===== config.mk =====
export PLATFORM = sky130hd
export DESIGN_NAME = mem_responder
export DESIGN_NICKNAME = d
export VERILOG_FILES = /design/src/rtl/mem_responder_pkg.sv /design/src/rtl/mem_responder_mem_array.sv /design/src/rtl/mem_responder.sv
export SDC_FILE = /design/constraint.sdc
export NUM_CORES = 2
export LEC_CHECK = 0
export CAP_MARGIN = 20
export CORE_MARGIN = 2
export CORE_UTILIZATION = 50
export CTS_BUF_LIST = sky130_fd_sc_hd__clkbuf_8
export CTS_CLUSTER_DIAMETER = 200
export DETAILED_ROUTE_END_ITERATION = 6
export PLACE_DENSITY = 0.62
export SLEW_MARGIN = 10
export SYNTH_ARGS = -nofsm -noshare
export SYNTH_HDL_FRONTEND = slang
export SYNTH_SLANG_ARGS = --single-unit

===== constraint.sdc =====
create_clock -name clock -period 15.3 [get_ports clock]
set_input_delay 3.825 -clock clock [delete_from_list [all_inputs] [get_ports clock]]
set_output_delay 3.825 -clock clock [all_outputs]
set_load 0.005 [all_outputs]

===== src/rtl/mem_responder_pkg.sv =====
// Shared types and default sizes for the mem_responder slice.
package mem_responder_pkg;

  localparam int ADDR_W_DEF = 8;
  localparam int DATA_W_DEF = 8;
  localparam int DEPTH_DEF  = 256;

  typedef enum logic [1:0] {
    BOOT     = 2'd0,
    IDLE     = 2'd1,
    WAIT_LOW = 2'd2
  } state_e;

endpackage


===== src/rtl/mem_responder_mem_array.sv =====
// Byte store for mem_responder: one synchronous write port muxed between the
// boot loader and the request path, one synchronous read port.
module mem_array
  import mem_responder_pkg::*;
#(
  parameter int ADDR_W = ADDR_W_DEF,
  parameter int DATA_W = DATA_W_DEF,
  parameter int DEPTH  = DEPTH_DEF
) (
  input  logic              clock,
  input  logic              reset,
  input  logic              boot_sel,
  input  logic              boot_we,
  input  logic [ADDR_W-1:0] boot_addr,
  input  logic [DATA_W-1:0] boot_wdata,
  input  logic              req_we,
  input  logic [ADDR_W-1:0] req_addr,
  input  logic [DATA_W-1:0] req_wdata,
  input  logic              rd_en,
  input  logic [ADDR_W-1:0] rd_addr,
  output logic [DATA_W-1:0] rd_data
);

  logic [DATA_W-1:0] mem [DEPTH];
  logic              wr_en;
  logic [ADDR_W-1:0] wr_addr;
  logic [DATA_W-1:0] wr_data;

  always_comb begin
    wr_en   = boot_sel ? boot_we    : req_we;
    wr_addr = boot_sel ? boot_addr  : req_addr;
    wr_data = boot_sel ? boot_wdata : req_wdata;
  end

  // Contents survive reset on purpose: only the read register is cleared.
  always_ff @(posedge clock) begin
    if (wr_en) mem[wr_addr] <= wr_data;
  end

  always_ff @(posedge clock) begin
    if (reset)      rd_data <= '0;
    else if (rd_en) rd_data <= mem[rd_addr];
  end

endmodule


===== src/rtl/mem_responder.sv =====
// Memory responder: boot-time byte loader followed by strobe-edge read/write
// service with a one-cycle ack. Optional MEM_RESPONDER_WRITE_PROTECT_EN.
//
// state    | meaning
// BOOT     | accepting boot bytes into mem from address 0
// IDLE     | booted, waiting for a rising strobe edge
// WAIT_LOW | request served, waiting for strobe to drop
module mem_responder
  import mem_responder_pkg::*;
#(
  parameter int ADDR_W = ADDR_W_DEF,
  parameter int DATA_W = DATA_W_DEF,
  parameter int DEPTH  = DEPTH_DEF
) (
  input  logic              clock,
  input  logic              reset,
  input  logic              load_valid,
  input  logic [DATA_W-1:0] load_data,
  input  logic              load_last,
  output logic              load_ready,
  output logic              boot_done,
  input  logic              req_strobe,
  input  logic              req_write,
  input  logic [ADDR_W-1:0] req_addr,
  input  logic [DATA_W-1:0] req_wdata,
  output logic [DATA_W-1:0] rdata,
  output logic              ack,
  output logic              fault
);

  state_e            state, state_nxt;
  logic              strobe_q;
  logic              req_edge;
  logic [ADDR_W-1:0] load_ptr;
  logic              boot_acc;
  logic              boot_end;
  logic              req_take;
  logic              req_we;
  logic              req_re;
  logic              wr_blocked;

  always_comb begin
    req_edge = req_strobe & ~strobe_q;
    boot_acc = (state == BOOT) & load_valid;
    boot_end = boot_acc & (load_last | (load_ptr == '1));
  end

  always_ff @(posedge clock) begin
    if (reset) state <= BOOT;
    else       state <= state_nxt;
  end

  always_comb begin
    state_nxt = state;
    case (state)
      BOOT:     if (boot_end)    state_nxt = IDLE;
      IDLE:     if (req_edge)    state_nxt = WAIT_LOW;
      WAIT_LOW: if (!req_strobe) state_nxt = IDLE;
      default:                   state_nxt = BOOT;
    endcase
  end

  always_comb begin
    load_ready = (state == BOOT);
    boot_done  = (state != BOOT);
    req_take   = (state == IDLE) & req_edge;
    req_we     = req_take & req_write & ~wr_blocked;
    req_re     = req_take & ~req_write;
  end

  always_ff @(posedge clock) begin
    if (reset) begin
      strobe_q <= 1'b0;
      load_ptr <= '0;
      ack      <= 1'b0;
    end else begin
      strobe_q <= req_strobe;
      ack      <= req_take;
      if (boot_acc) load_ptr <= load_ptr + 1'b1;
    end
  end

`ifdef MEM_RESPONDER_WRITE_PROTECT_EN
  // prog_len needs one extra bit so a full 256-byte image protects everything.
  logic [ADDR_W:0] prog_len;

  always_comb wr_blocked = ({1'b0, req_addr} < prog_len);

  always_ff @(posedge clock) begin
    if (reset) begin
      prog_len <= '0;
      fault    <= 1'b0;
    end else begin
      fault <= req_take & req_write & wr_blocked;
      if (boot_acc) prog_len <= {1'b0, load_ptr} + {{ADDR_W{1'b0}}, 1'b1};
    end
  end
`else
  always_comb begin
    wr_blocked = 1'b0;
    fault      = 1'b0;
  end
`endif

  mem_array #(
    .ADDR_W (ADDR_W),
    .DATA_W (DATA_W),
    .DEPTH  (DEPTH)
  ) u_mem (
    .clock      (clock),
    .reset      (reset),
    .boot_sel   (state == BOOT),
    .boot_we    (boot_acc),
    .boot_addr  (load_ptr),
    .boot_wdata (load_data),
    .req_we     (req_we),
    .req_addr   (req_addr),
    .req_wdata  (req_wdata),
    .rd_en      (req_re),
    .rd_addr    (req_addr),
    .rd_data    (rdata)
  );

endmodule


==> results by stage <==
Global route:
- Summed over all layers, the global routing overflow is 0.
- The via count of the first global-routing pass was 41,860.
- Entering global routing, the biggest net connects 177 pins.
- The routing usage on met3 is 5.97%.
- Global routing used 39.2% of the available met2 tracks.
- The overall global routing resource usage is 26.0%.
- After global routing, the most crowded layer is met2.
- The global-route met1 utilization is 37.2%.
- The number of antenna violations at the first check in global routing came to 6.
- The first global-routing pass estimated 308 mm of wire.

Die:
- The area inside the core boundary is 162,000 um^2.
- Once the floorplan was initialized, standard cells occupied 50.1% of the core.
- The die footprint is 166,000 um^2.
- The die is 407 um tall.
- The horizontal die dimension is 407 um.
- In this run the count of I/O pins placed on the die edge is 42.
- Row generation in the floorplan step produced 148 rows.

Power:
- The design draws 11.5 mW.
- Summed over all cells, the static leakage comes to 28.6 nW.
- The maximum ir drop on the vdd rail is 94.1 uV.
- The power density over cell area is 129 nW/um^2.

Timing:
- The max-slew violation total from the final report is 0.
- At the pin with the least slew margin, the transition time is 1.30 ns.
- The final worst-path cycle share is 51.5%.
- On the final layout, the worst hold slack is 0.569 ns.
- Counting I/O delays and the setup requirement, the final critical path takes 7.88 ns.
- Setup repair after global routing left no endpoint under its margin.
- The final hold violation count was 0.
- Derived from the worst setup path, the maximum achievable clock frequency is 127 MHz.
- The aggregate negative setup slack is 0 ns.
- The count of final setup violators is 0.
- Measured against its own limit, the worst slew margin works out to 12.2%.
- The clock arrives with 0.0729 ns of skew.

Drt:
- The post-detailed-route count of antenna-violating nets is 0.
- The routed wirelength normalized by instance count is 32.5 um.
- The post-route DRC violation count is 0.
- The starting DRC count in detailed routing is 5,262.
- The length of the first detailed-routing pass in iterations is 6.
- In the routed layout, each cell is associated on average with a via count of 6.28.
- For this block, the routed nets add up to 217 mm of wire.
- The routed layout has 41,982 vias.

Clock network:
- Counting the buffers created by CTS gives 348.
- The longest clock path from root to sink contains 4 buffers.
- The buffer count from post-CTS setup fixing is 0.
- TritonCTS built the clock tree.
- The total clock sinks is 2,068.
- The post-CTS clock slew at the launch and capture registers of the worst setup and hold paths is 0.06 ns.
- In this run the number of H-tree levels came out at 5.
- The clock reaches the later pin of the worst-skew pair after 1.05 ns.
- The clock root buffer master is clkbuf_8.
- The number of gates resized after CTS was 0.
- The number of hold buffers added after cts is 0.

Setup path:
- The data arrival time of the worst path is 8.55 ns.
- The critical path is of the input pin to flip-flop type.
- In this run the worst setup path begins at req_addr[3].
- Along the worst path, the maximum fanout reaches 10.
- STA puts the critical path data required time at 15.96 ns.
- The worst register-to-register path begins at state[1].
- STA classifies the critical path endpoint as a flip-flop.
- The nature of the critical path startpoint is an input pin.

Min path:
- The worst hold path class is flip-flop to flip-flop.
- The worst min-delay path startpoint is strobe_q.

Synthesis:
- Synthesis handed over a netlist of 4,032 instances.
- After synthesis the netlist holds a flip-flop and latch count of 2,068.
- In this run the mean area of a mapped cell was 20.2 um^2.
- Of all flip-flops after synthesis, the portion carrying an async set or reset was 0%.
- The count of cell types in the netlist is 73.
- The cell area after synthesis is 81,300 um^2.
- The synthesized design contains 2,048 enable-type register cells.
- The main flop type after synthesis is edfxtp_1.
- The synthesized net count is 4,063.
- Sequential elements use 76.1% of the synthesized area.
- The warning count from the yosys run is 0.

Placed design:
- The cell count after placement is 6,089.
- The half-perimeter wire length of the detailed placement result is 131 mm.
- The congestion estimate from routability-driven global placement came to 0.856.
- Input and output buffers added on the ports amount to 40.

Outcome:
- The flow ran to the end, and the final reports show no timing, DRC or antenna violations.

Final layout:
- Compared with the post-synthesis result, the final layout area differs by 10.1%.
- After filler insertion, the fill cell instance count of the layout stands at 12,459.
- For this run, the post-layout net count is 4,298.
- Of the cells placed in the final design, the portion with a size suffix greater than 1 is 19.4%.
- The number of standard cells in the final layout excluding fillers is 6,688.

Job:
- The number of maximum-capacitance violations is 0.
-- synth_stat cells (all sizes together), types with 6 or more instances --
| cell | count | area share, % |
|---|---|---|
| or3 | 7 | 0.062 |
| o31ai | 10 | 0.11 |
| nand4 | 10 | 0.077 |
| nand2 | 166 | 0.77 |
| mux4 | 400 | 11 |
| a21oi | 55 | 0.34 |
| o221ai | 49 | 0.56 |
| clkbuf | 85 | 0.48 |
| a211o | 7 | 0.075 |
| edfxtp | 2048 | 76 |
| a211oi | 21 | 0.19 |
| nor4 | 11 | 0.085 |
| nand2b | 6 | 0.046 |
| o21ai | 41 | 0.25 |
| nand3 | 55 | 0.34 |
| a22oi | 62 | 0.57 |
| and2 | 10 | 0.077 |
| buf | 159 | 1.8 |
| a31oi | 12 | 0.092 |
| nor2b | 6 | 0.046 |
| a22o | 6 | 0.065 |
| mux2i | 259 | 3.2 |
| o22ai | 91 | 0.70 |
| or4 | 6 | 0.055 |
| nor3 | 23 | 0.14 |
| a2111oi | 21 | 0.23 |
| dfxtp | 20 | 0.49 |
| nor2 | 304 | 1.4 |
| nand3b | 15 | 0.14 |
-- critical path, stage by stage --
cell             delay, ns
clkdlybuf4s50_1       1.02
inv_1                 0.45
o31ai_1               1.03
nand3_1               1.07
buf_4                 0.48
nor2_1                0.65
-- report_power, final --
group          leakage, nW  switching, mW  internal, mW
Clock                 3.54           2.15          2.24
Sequential            18.6        0.00479          6.38
Combinational         6.44          0.550         0.186
Total                 28.6           2.71          8.80
-- final cells by class --
| class | instances | area [um^2] | share of cell area (%) |
|---|---|---|---|
| inverter | 5 | 21.3 | 0.0238 |
| sequential | 2068 | 61900 | 69.1 |
| timing repair buffer | 130 | 1160 | 1.30 |
| clock inverter | 235 | 1100 | 1.23 |
| tap | 2175 | 2720 | 3.04 |
| clock buffer | 355 | 4890 | 5.46 |
| antenna | 6 | 15.0 | 0.0168 |
| multi-input combinational | 1714 | 17700 | 19.8 |
-- final timing paths --
path         cells past startpoint           endpoint  slack [ns]
max                              6   u_mem.mem[89][3]        7.42
min                              2           state[0]        0.57
max reg2reg                      9  u_mem.mem[113][7]       10.47
min reg2reg                      2           state[0]        0.57
-- flip-flops by register name, summed over array words and instances (netlist names) --
register / flops
u_mem.mem: 2048
ack: 1
state: 2
load_ptr: 8
strobe_q: 1
u_mem.rd_data: 8
-- metal layers --
metal  share of wire (%)  routed length (um)  vias up
met3                 9.3               20200      451
met4                 3.9                8410        6
met2                  46              101000     2219
li1                    -                   -    17240
met1                  41               88200    22066
met5               0.019                  41        -
-- per-stage QoR --
step | utilization [%] | setup slack [ns] | cell area, um^2
6_report | 55.2 | 7.42 | 89500
2_1_floorplan | - | 7.56 | 81300
3_5_place_dp | 51.5 | 6.52 | 83500
4_1_cts | 55.2 | 7.62 | 89500
3_3_place_gp | 51.5 | 6.50 | 83500
5_1_grt | 55.2 | 7.46 | 89500
-- cell families (layout without fill, tap and decap cells) --
logic type,after synthesis,after routing,share of synthesized area (%)
AOI/OAI and AO/OA,412,412,3.59
xor gates and xnor gates,7,7,0.0754
adders and majority gates,1,1,0.0154
buffers and inverters,250,725,2.31
DFF,2068,2068,76.1
muxes,659,659,14.5
other,1,7,0.00461
and+or+nand+nor,634,634,3.40
-- placed cells by master, fill, tap and decap left out, drive strengths merged, types with 7 or more instances in the layout --
master / n
inv: 139
a211oi: 21
o31ai: 10
nand4: 10
buf: 92
nand2: 166
and2: 10
or3: 7
nor2: 304
a31oi: 12
o221ai: 49
nor3: 23
mux2i: 259
clkinv: 92
o22ai: 91
a211o: 7
o21ai: 41
nand3b: 15
dfxtp: 20
nand3: 55
clkbuf: 357
edfxtp: 2048
nor4: 11
a22oi: 62
a2111oi: 21
mux4: 400
a21oi: 55
clkdlybuf4s50: 36
Note: power is estimated with default switching activity, not from simulation.
